--- src/rtl/walu_pkg.sv ---
// Shared types and defaults for the WALU stream driver and its response buffer.
package walu_pkg;
  localparam int DATA_WIDTH = 32;
  localparam int RESP_DEPTH = 4;

  typedef logic [DATA_WIDTH-1:0] data_t;

  typedef enum logic [2:0] {
    OP_ADD = 3'd0,
    OP_SUB = 3'd1,
    OP_AND = 3'd2,
    OP_OR  = 3'd3,
    OP_XOR = 3'd4,
    OP_SLL = 3'd5,
    OP_SRL = 3'd6,
    OP_SRA = 3'd7
  } op_t;
endpackage

--- src/rtl/walu_resp_fifo.sv ---
// Response buffer: power-of-two depth FIFO with occupancy count and show-ahead head output.
module walu_resp_fifo #(
  parameter int WIDTH = 36,
  parameter int DEPTH = 4,
  localparam int AW = $clog2(DEPTH),
  localparam int CW = AW + 1
) (
  input  logic             clk,
  input  logic             rst,
  input  logic             wr_en,
  input  logic [WIDTH-1:0] wr_data,
  input  logic             rd_en,
  output logic [WIDTH-1:0] rd_data,
  output logic [CW-1:0]    count,
  output logic             empty
);
  logic [WIDTH-1:0] mem [DEPTH];
  logic [AW-1:0]    wr_ptr;
  logic [AW-1:0]    rd_ptr;
  logic             full;
  logic             do_wr;
  logic             do_rd;

  assign full    = (count == CW'(DEPTH));
  assign empty   = (count == '0);
  assign do_wr   = wr_en && !full;
  assign do_rd   = rd_en && !empty;
  assign rd_data = mem[rd_ptr];

  // Storage is cleared too so the head reads zero out of reset.
  always_ff @(posedge clk or posedge rst) begin
    if (rst) begin
      wr_ptr <= '0;
      rd_ptr <= '0;
      count  <= '0;
      for (int i = 0; i < DEPTH; i++) mem[i] <= '0;
    end else begin
      if (do_wr) begin
        mem[wr_ptr] <= wr_data;
        wr_ptr      <= wr_ptr + 1'b1;
      end
      if (do_rd) rd_ptr <= rd_ptr + 1'b1;
      count <= count + CW'(do_wr) - CW'(do_rd);
    end
  end

  a_no_write_when_full: assert property (@(posedge clk) disable iff (rst) !(wr_en && full))
    else $error("walu_resp_fifo: write attempted while full");
endmodule

--- src/rtl/walu_stream_driver.sv ---
// Streams tagged requests through an external combinational ALU and buffers the tagged results.
module walu_stream_driver #(
  parameter int DATA_WIDTH = walu_pkg::DATA_WIDTH,
  parameter int RESP_DEPTH = walu_pkg::RESP_DEPTH,
  parameter int TAG_WIDTH  = 4
) (
  input  logic                  clk,
  input  logic                  rst,
  input  logic                  req_valid,
  output logic                  req_ready,
  input  logic [DATA_WIDTH-1:0] req_a,
  input  logic [DATA_WIDTH-1:0] req_b,
  input  walu_pkg::op_t         req_op,
  output logic [DATA_WIDTH-1:0] alu_a,
  output logic [DATA_WIDTH-1:0] alu_b,
  output walu_pkg::op_t         alu_op,
  input  logic [DATA_WIDTH-1:0] alu_res,
  output logic                  resp_valid,
  input  logic                  resp_ready,
  output logic [DATA_WIDTH-1:0] resp_res,
  output logic [TAG_WIDTH-1:0]  resp_tag
);
  import walu_pkg::*;

  localparam int CW = $clog2(RESP_DEPTH) + 1;
  localparam int FW = TAG_WIDTH + DATA_WIDTH;

  logic [DATA_WIDTH-1:0] a_p0;
  logic [DATA_WIDTH-1:0] b_p0;
  op_t                   op_p0;
  logic [TAG_WIDTH-1:0]  tag_p0;
  logic                  vld_p0;
  logic [TAG_WIDTH-1:0]  tag_cnt;
  logic [CW-1:0]         fifo_count;
  logic [CW:0]           occupancy;
  logic                  fifo_empty;
  logic [FW-1:0]         head;
  logic                  accept;

  // Issue stage counts toward occupancy so its pending write always has a free slot.
  assign occupancy = {1'b0, fifo_count} + {{CW{1'b0}}, vld_p0};
  assign req_ready = (occupancy < (CW+1)'(RESP_DEPTH));
  assign accept    = req_valid && req_ready;

  // Stage p0: issue registers feeding the ALU; operands hold when idle.
  always_ff @(posedge clk or posedge rst) begin
    if (rst) begin
      a_p0    <= '0;
      b_p0    <= '0;
      op_p0   <= OP_ADD;
      tag_p0  <= '0;
      vld_p0  <= 1'b0;
      tag_cnt <= '0;
    end else begin
      vld_p0 <= accept;
      if (accept) begin
        a_p0    <= req_a;
        b_p0    <= req_b;
        op_p0   <= req_op;
        tag_p0  <= tag_cnt;
        tag_cnt <= tag_cnt + 1'b1;
      end
    end
  end

  assign alu_a  = a_p0;
  assign alu_b  = b_p0;
  assign alu_op = op_p0;

  // Stage p1: ALU result captured with its tag into the response FIFO.
  walu_resp_fifo #(
    .WIDTH (FW),
    .DEPTH (RESP_DEPTH)
  ) u_fifo (
    .clk     (clk),
    .rst     (rst),
    .wr_en   (vld_p0),
    .wr_data ({tag_p0, alu_res}),
    .rd_en   (resp_ready),
    .rd_data (head),
    .count   (fifo_count),
    .empty   (fifo_empty)
  );

  assign resp_valid           = !fifo_empty;
  assign {resp_tag, resp_res} = head;
endmodule

--- config.mk ---
export PLATFORM = sky130hd
export DESIGN_NAME = walu_stream_driver
export DESIGN_NICKNAME = d
export VERILOG_FILES = /design/src/rtl/walu_pkg.sv /design/src/rtl/walu_resp_fifo.sv /design/src/rtl/walu_stream_driver.sv
export SDC_FILE = /design/constraint.sdc
export NUM_CORES = 1
export LEC_CHECK = 0
export CAP_MARGIN = 10
export CELL_PAD_IN_SITES_DETAIL_PLACEMENT = 0
export CELL_PAD_IN_SITES_GLOBAL_PLACEMENT = 1
export CORE_MARGIN = 2
export CORE_UTILIZATION = 46
export DETAILED_ROUTE_END_ITERATION = 6
export PLACE_DENSITY = 0.95
export RECOVER_POWER = 50
export SLEW_MARGIN = 10
export SYNTH_ARGS = -nofsm -noshare
export SYNTH_HDL_FRONTEND = slang
export SYNTH_SLANG_ARGS = --single-unit
--- constraint.sdc ---
create_clock -name clk -period 18.3 [get_ports clk]
set_input_delay 1.83 -clock clk [delete_from_list [all_inputs] [get_ports clk]]
set_output_delay 1.83 -clock clk [all_outputs]
set_load 0.1 [all_outputs]
# [Word-level counts from Yosys, hierarchy flattened]
# Cells that the tools add are included.
[op_classes] magnitude_cmp=4 addsub=6 muxes=6 reduce_logical=7 n_bitwise=2 n_eq_ne=1
[op_table] operator="bitwise mux 144 bit" n=1
[op_table] operator="two-way mux 36 bit" n=3
[op_table] operator="binary-select mux 36 bit (select 2 bit)" n=1
[op_table] operator="demux 36 bit (select 2 bit)" n=1
[op_table] operator=">= comparator 3 bit (second input constant)" n=2
[op_table] operator="inverter 2 -> 3 bit" n=2
[op_table] operator="adder 2 x 1 -> 2 bit (second input constant)" n=2
[op_table] operator="adder 3 x 1 -> 4 bit" n=1
[op_table] operator="adder 4 x 1 -> 4 bit (second input constant)" n=1
[op_table] operator="logical AND 1 bit" n=4
[op_table] operator="less-than comparator 4 x 3 -> 1 bit (second input constant)" n=1
[op_table] operator="adder 3 x 1 -> 3 bit" n=1
[op_table] operator="== test 3 bit (second input constant)" n=1
[op_table] operator="logical NOT 3 bit" n=1
[op_table] operator="less-than comparator 3 x 1 -> 1 bit (second input constant)" n=1
[op_table] operator="subtractor 3 x 1 -> 3 bit" n=1
[op_table] operator="logical NOT 1 bit" n=2
[totals] reg_bits=227 word_cells=39 inputBits=103 out_inout_bits=105

# [Logic depth before layout (Yosys ltp)]
[depth] ltp_word=6 ltp_mapped=7 ltp_nobuf=7

# [Cells and area by module]
# A second synthesis with hierarchy kept.
[unflattened] cells_unflattened=552 area_unflattened_um2=10331.2
[modules_own_cells] module="walu_resp_fifo" seq_area_each_um2=3778.6 instances=1 area_each_um2=7215.7 cells_per_inst=384
[modules_own_cells] module="walu_stream_driver" seq_area_each_um2=1901.8 instances=1 area_each_um2=3115.5 cells_per_inst=168

# [Worst setup path before layout]
# No wires, ideal clock.
[synth_timing] kind="reg-to-output" startpoint="reg u_fifo.count[2]" endpoint="out req_ready" t_arrival_ns=2.658 path_slack_ns=13.812 required_ns=16.470 path_stages_with_launch=5 n_path_buf=0 path_cell_list="dfrtp_1 ha_1 or2b_1 or3_1 a21oi_1"
[synth_between] elab_chain_len=2
[synth_lines] element="start: declaration" line_no="walu_resp_fifo.sv:14" rtl="output logic [CW-1:0] count,"
[synth_lines] element="start signal: assignment" line_no="walu_resp_fifo.sv:43" rtl="count <= count + CW'(do_wr) - CW'(do_rd);"
[synth_lines] element="adder 3 x 1 -> 4 bit" line_no="walu_stream_driver.sv:41" rtl="assign occupancy = {1'b0, fifo_count} + {{CW{1'b0}}, vld_p0};"
[synth_lines] element="less-than comparator 4 x 3 -> 1 bit" line_no="walu_stream_driver.sv:42" rtl="assign req_ready = (occupancy < (CW+1)'(RESP_DEPTH));"
[synth_lines] element="end: declaration" line_no="walu_stream_driver.sv:10" rtl="output logic req_ready,"
# Every way passes these cells.

==> results.sh <==
export IMPL_status="complete, but fails checks"
export IMPL_die_w_um=148
export IMPL_end_kind="async pin"
export IMPL_cp_cell_sequence="dlygate4sd3_1 -> clkinvlp_2"
export IMPL_clock_sinks=227
export IMPL_path_max_fanout=148
export IMPL_start_util_pct=47.0
export IMPL_finalSetupViolations=0
export IMPL_finalCriticalPeriod_ns=7.00
export IMPL_slowest_stage="clkinvlp_2"
export IMPL_r2r_end="u_fifo.mem[135]$_DFFE_PP0P_"
export IMPL_area_delta_synth_final_pct=31.4
export IMPL_io_pin_count=208
export IMPL_grt_usage_pct=19.0
export IMPL_path_class="in2async"
export IMPL_num_vias=5494
export IMPL_dr_pass1_iters=4
export IMPL_grt_ovfl_total=0
export IMPL_synth_nets=663
export IMPL_port_buffers=207
export IMPL_post_cts_resized=0
export IMPL_period_share_pct=38.2
export IMPL_h_tree_depth=1
export IMPL_fin_nets=872
export IMPL_cts_hold_buf=0
export IMPL_grt_max_degree=149
export IMPL_grt_pass1_wl_um=33300
export IMPL_rr_worst_depth=4
export IMPL_cp_top_family="buffers and inverters"
export IMPL_slowest_delay_ns=3.53
export IMPL_cts_max_path_buffers=3
export IMPL_drt_initial_drc_count=164
export IMPL_gp_congestion=0.774
export IMPL_clockRootBuffer="clkbuf_16"
export IMPL_ys_ff_latch=227
export IMPL_drtAntennaViolNets=0
export IMPL_layout_commonest_cell="dfrtp_1"
export IMPL_hold_viol_final=0
export IMPL_tns_ns=0
export IMPL_path_buf_inv=2
export IMPL_fmax_ghz=0.143
export IMPL_grt_pass1_vias=6335
export IMPL_finalClockSkew_ns=0.0180
export IMPL_avgRoutedWirePerCell_um=19.3
export IMPL_postCtsSetupRepairBufs=0
export IMPL_cts_tree="done"
export IMPL_worstHoldPathCells=1
export IMPL_worstSetupStartpointType="input pin"
export IMPL_clk_latency_ns=0.51
export IMPL_syn_area_per_cell_sq_um=17.3
export IMPL_core_sq_um=20200
export IMPL_antenna_found_initial=0
export IMPL_yosysWarnings=0
export IMPL_worst_pin_slew_ns=6.39
export IMPL_route_detailed_drc=0
export IMPL_drive_gt1_share_pct=38.0
export IMPL_violations="capacitance limit, slew limit"
export IMPL_hold_class="reg2reg"
export IMPL_worstHoldStart="tag_cnt[3]$_DFFE_PP0P_"
export IMPL_fin_hold_ws_ns=0.483
export IMPL_clk_pin_slew_worst_paths_ns=0.05
export IMPL_fp_dieArea_sq_um=21800
export IMPL_rows=52
export IMPL_hold_path_end="tag_cnt[3]$_DFFE_PP0P_"
export IMPL_slew_headroom_pct=-328
export IMPL_required_ns=17.35
export IMPL_cts_buffers=25
export IMPL_r2r_start="u_fifo.count[1]$_DFF_PP0_"
export IMPL_dp_hpwl_um=13300
export IMPL_drt_wl_total_um=20300
export IMPL_diodes=0
export IMPL_rsz0062_at_grt="no"
export IMPL_synth_cell_types=26
export IMPL_drv_cap=5
export IMPL_seq_area_frac_synth_pct=59.7
export IMPL_syn_inst=551
export IMPL_most_common_layout_cells="dfrtp_1 (225), mux2_2 (215), clkdlybuf4s50_1 (205)"
export IMPL_crit_arrival_ns=6.05
export IMPL_r2r_setup_slack_ns=15.01
export IMPL_fp_dieH_um=148
export IMPL_syn_area_sq_um=9510
export IMPL_vias_per_cell=5.24
export IMPL_drv_slew=297
[state kept, by name, summed over array words and instances (netlist names)]
signal         count
alu_a             32
alu_b             32
alu_op             3
tag_cnt            4
tag_p0             4
u_fifo.count       3
u_fifo.mem       144
u_fifo.rd_ptr      2
u_fifo.wr_ptr      2
vld_p0             1
[routing by layer]
metal	share of wire (%)	vias to the layer above	track usage (%)
met1	40	2845	24.0
li1	-	2433	-
met4	1.5	0	4.09
met5	0	-	0
met2	51	188	32.5
met3	8.0	28	5.68
[per-stage QoR]
step | utilization, % | std cells | worst slack, ns | cell area (sq um)
4_1_cts | 61.9 | 1048 | 13.14 | 12500
3_3_place_gp | 58.0 | 1003 | 13.76 | 11700
3_5_place_dp | 58.0 | 1003 | 13.69 | 11700
2_1_floorplan | - | 551 | 10.25 | 9510
5_1_grt | 61.8 | 1048 | 10.04 | 12500
6_report | 61.8 | 1048 | 11.30 | 12500
[cell families (layout without fill, tap and decap cells)]
kind of cell | count (synthesis) | in the layout | synth area share (%)
DFF | 227 | 227 | 59.7
and+or+nand+nor | 15 | 15 | 0.908
xor gates and xnor gates | 7 | 7 | 0.645
AOI/OAI and AO/OA | 5 | 5 | 0.500
adders and majority gates | 9 | 9 | 1.26
buffers and inverters | 36 | 263 | 2.84
muxes | 252 | 252 | 34.1
[final cells by class]
cell class | count | area, sq um
Fill cell | 1413 | 7740
Tap cell | 270 | 338
Inverter | 8 | 31.3
Sequential cell | 227 | 5680
Multi-Input combinational cell | 288 | 3550
Clock inverter | 6 | 61.3
Clock buffer | 39 | 738
Timing Repair Buffer | 210 | 2090
[cells in the mapped netlist]
library cell,n,area share (%)
dfrtp_1,227,60
mux2_2,216,26
mux4_2,36,8.5
buf_6,16,1.9
buf_2,9,0.47
ha_1,8,1.1
inv_1,8,0.32
xnor2_1,5,0.46
nand2_2,4,0.26
nand2_1,3,0.12
clkbuf_1,2,0.079
nand4_1,2,0.13
xor2_1,2,0.18
a21oi_1,1,0.053
a31oi_4,1,0.22
and2_1,1,0.066
buf_4,1,0.079
fa_1,1,0.21
nor2_1,1,0.039
nor2b_1,1,0.066
o211ai_1,1,0.079
o21ai_0,1,0.053
o2bb2ai_1,1,0.092
or2b_1,1,0.079
or3_1,1,0.066
or3_2,1,0.079
[worst max path at each step]
stage	start	to	cells after the start
finish	rst	u_fifo.rd_ptr[1]$_DFFE_PP0P_	2
global route	rst	u_fifo.rd_ptr[1]$_DFFE_PP0P_	2
CTS	u_fifo.rd_ptr[0]$_DFFE_PP0P_	resp_res[11]	2
detailed placement	u_fifo.rd_ptr[0]$_DFFE_PP0P_	resp_res[11]	2
global placement	u_fifo.rd_ptr[1]$_DFFE_PP0P_	resp_tag[1]	3
floorplan	rst	alu_a[0]$_DFFE_PP0P_	1
Power is left out: the tool's default activity adds up to more than one toggle a clock period on the data nets, which glitch-free logic cannot reach.
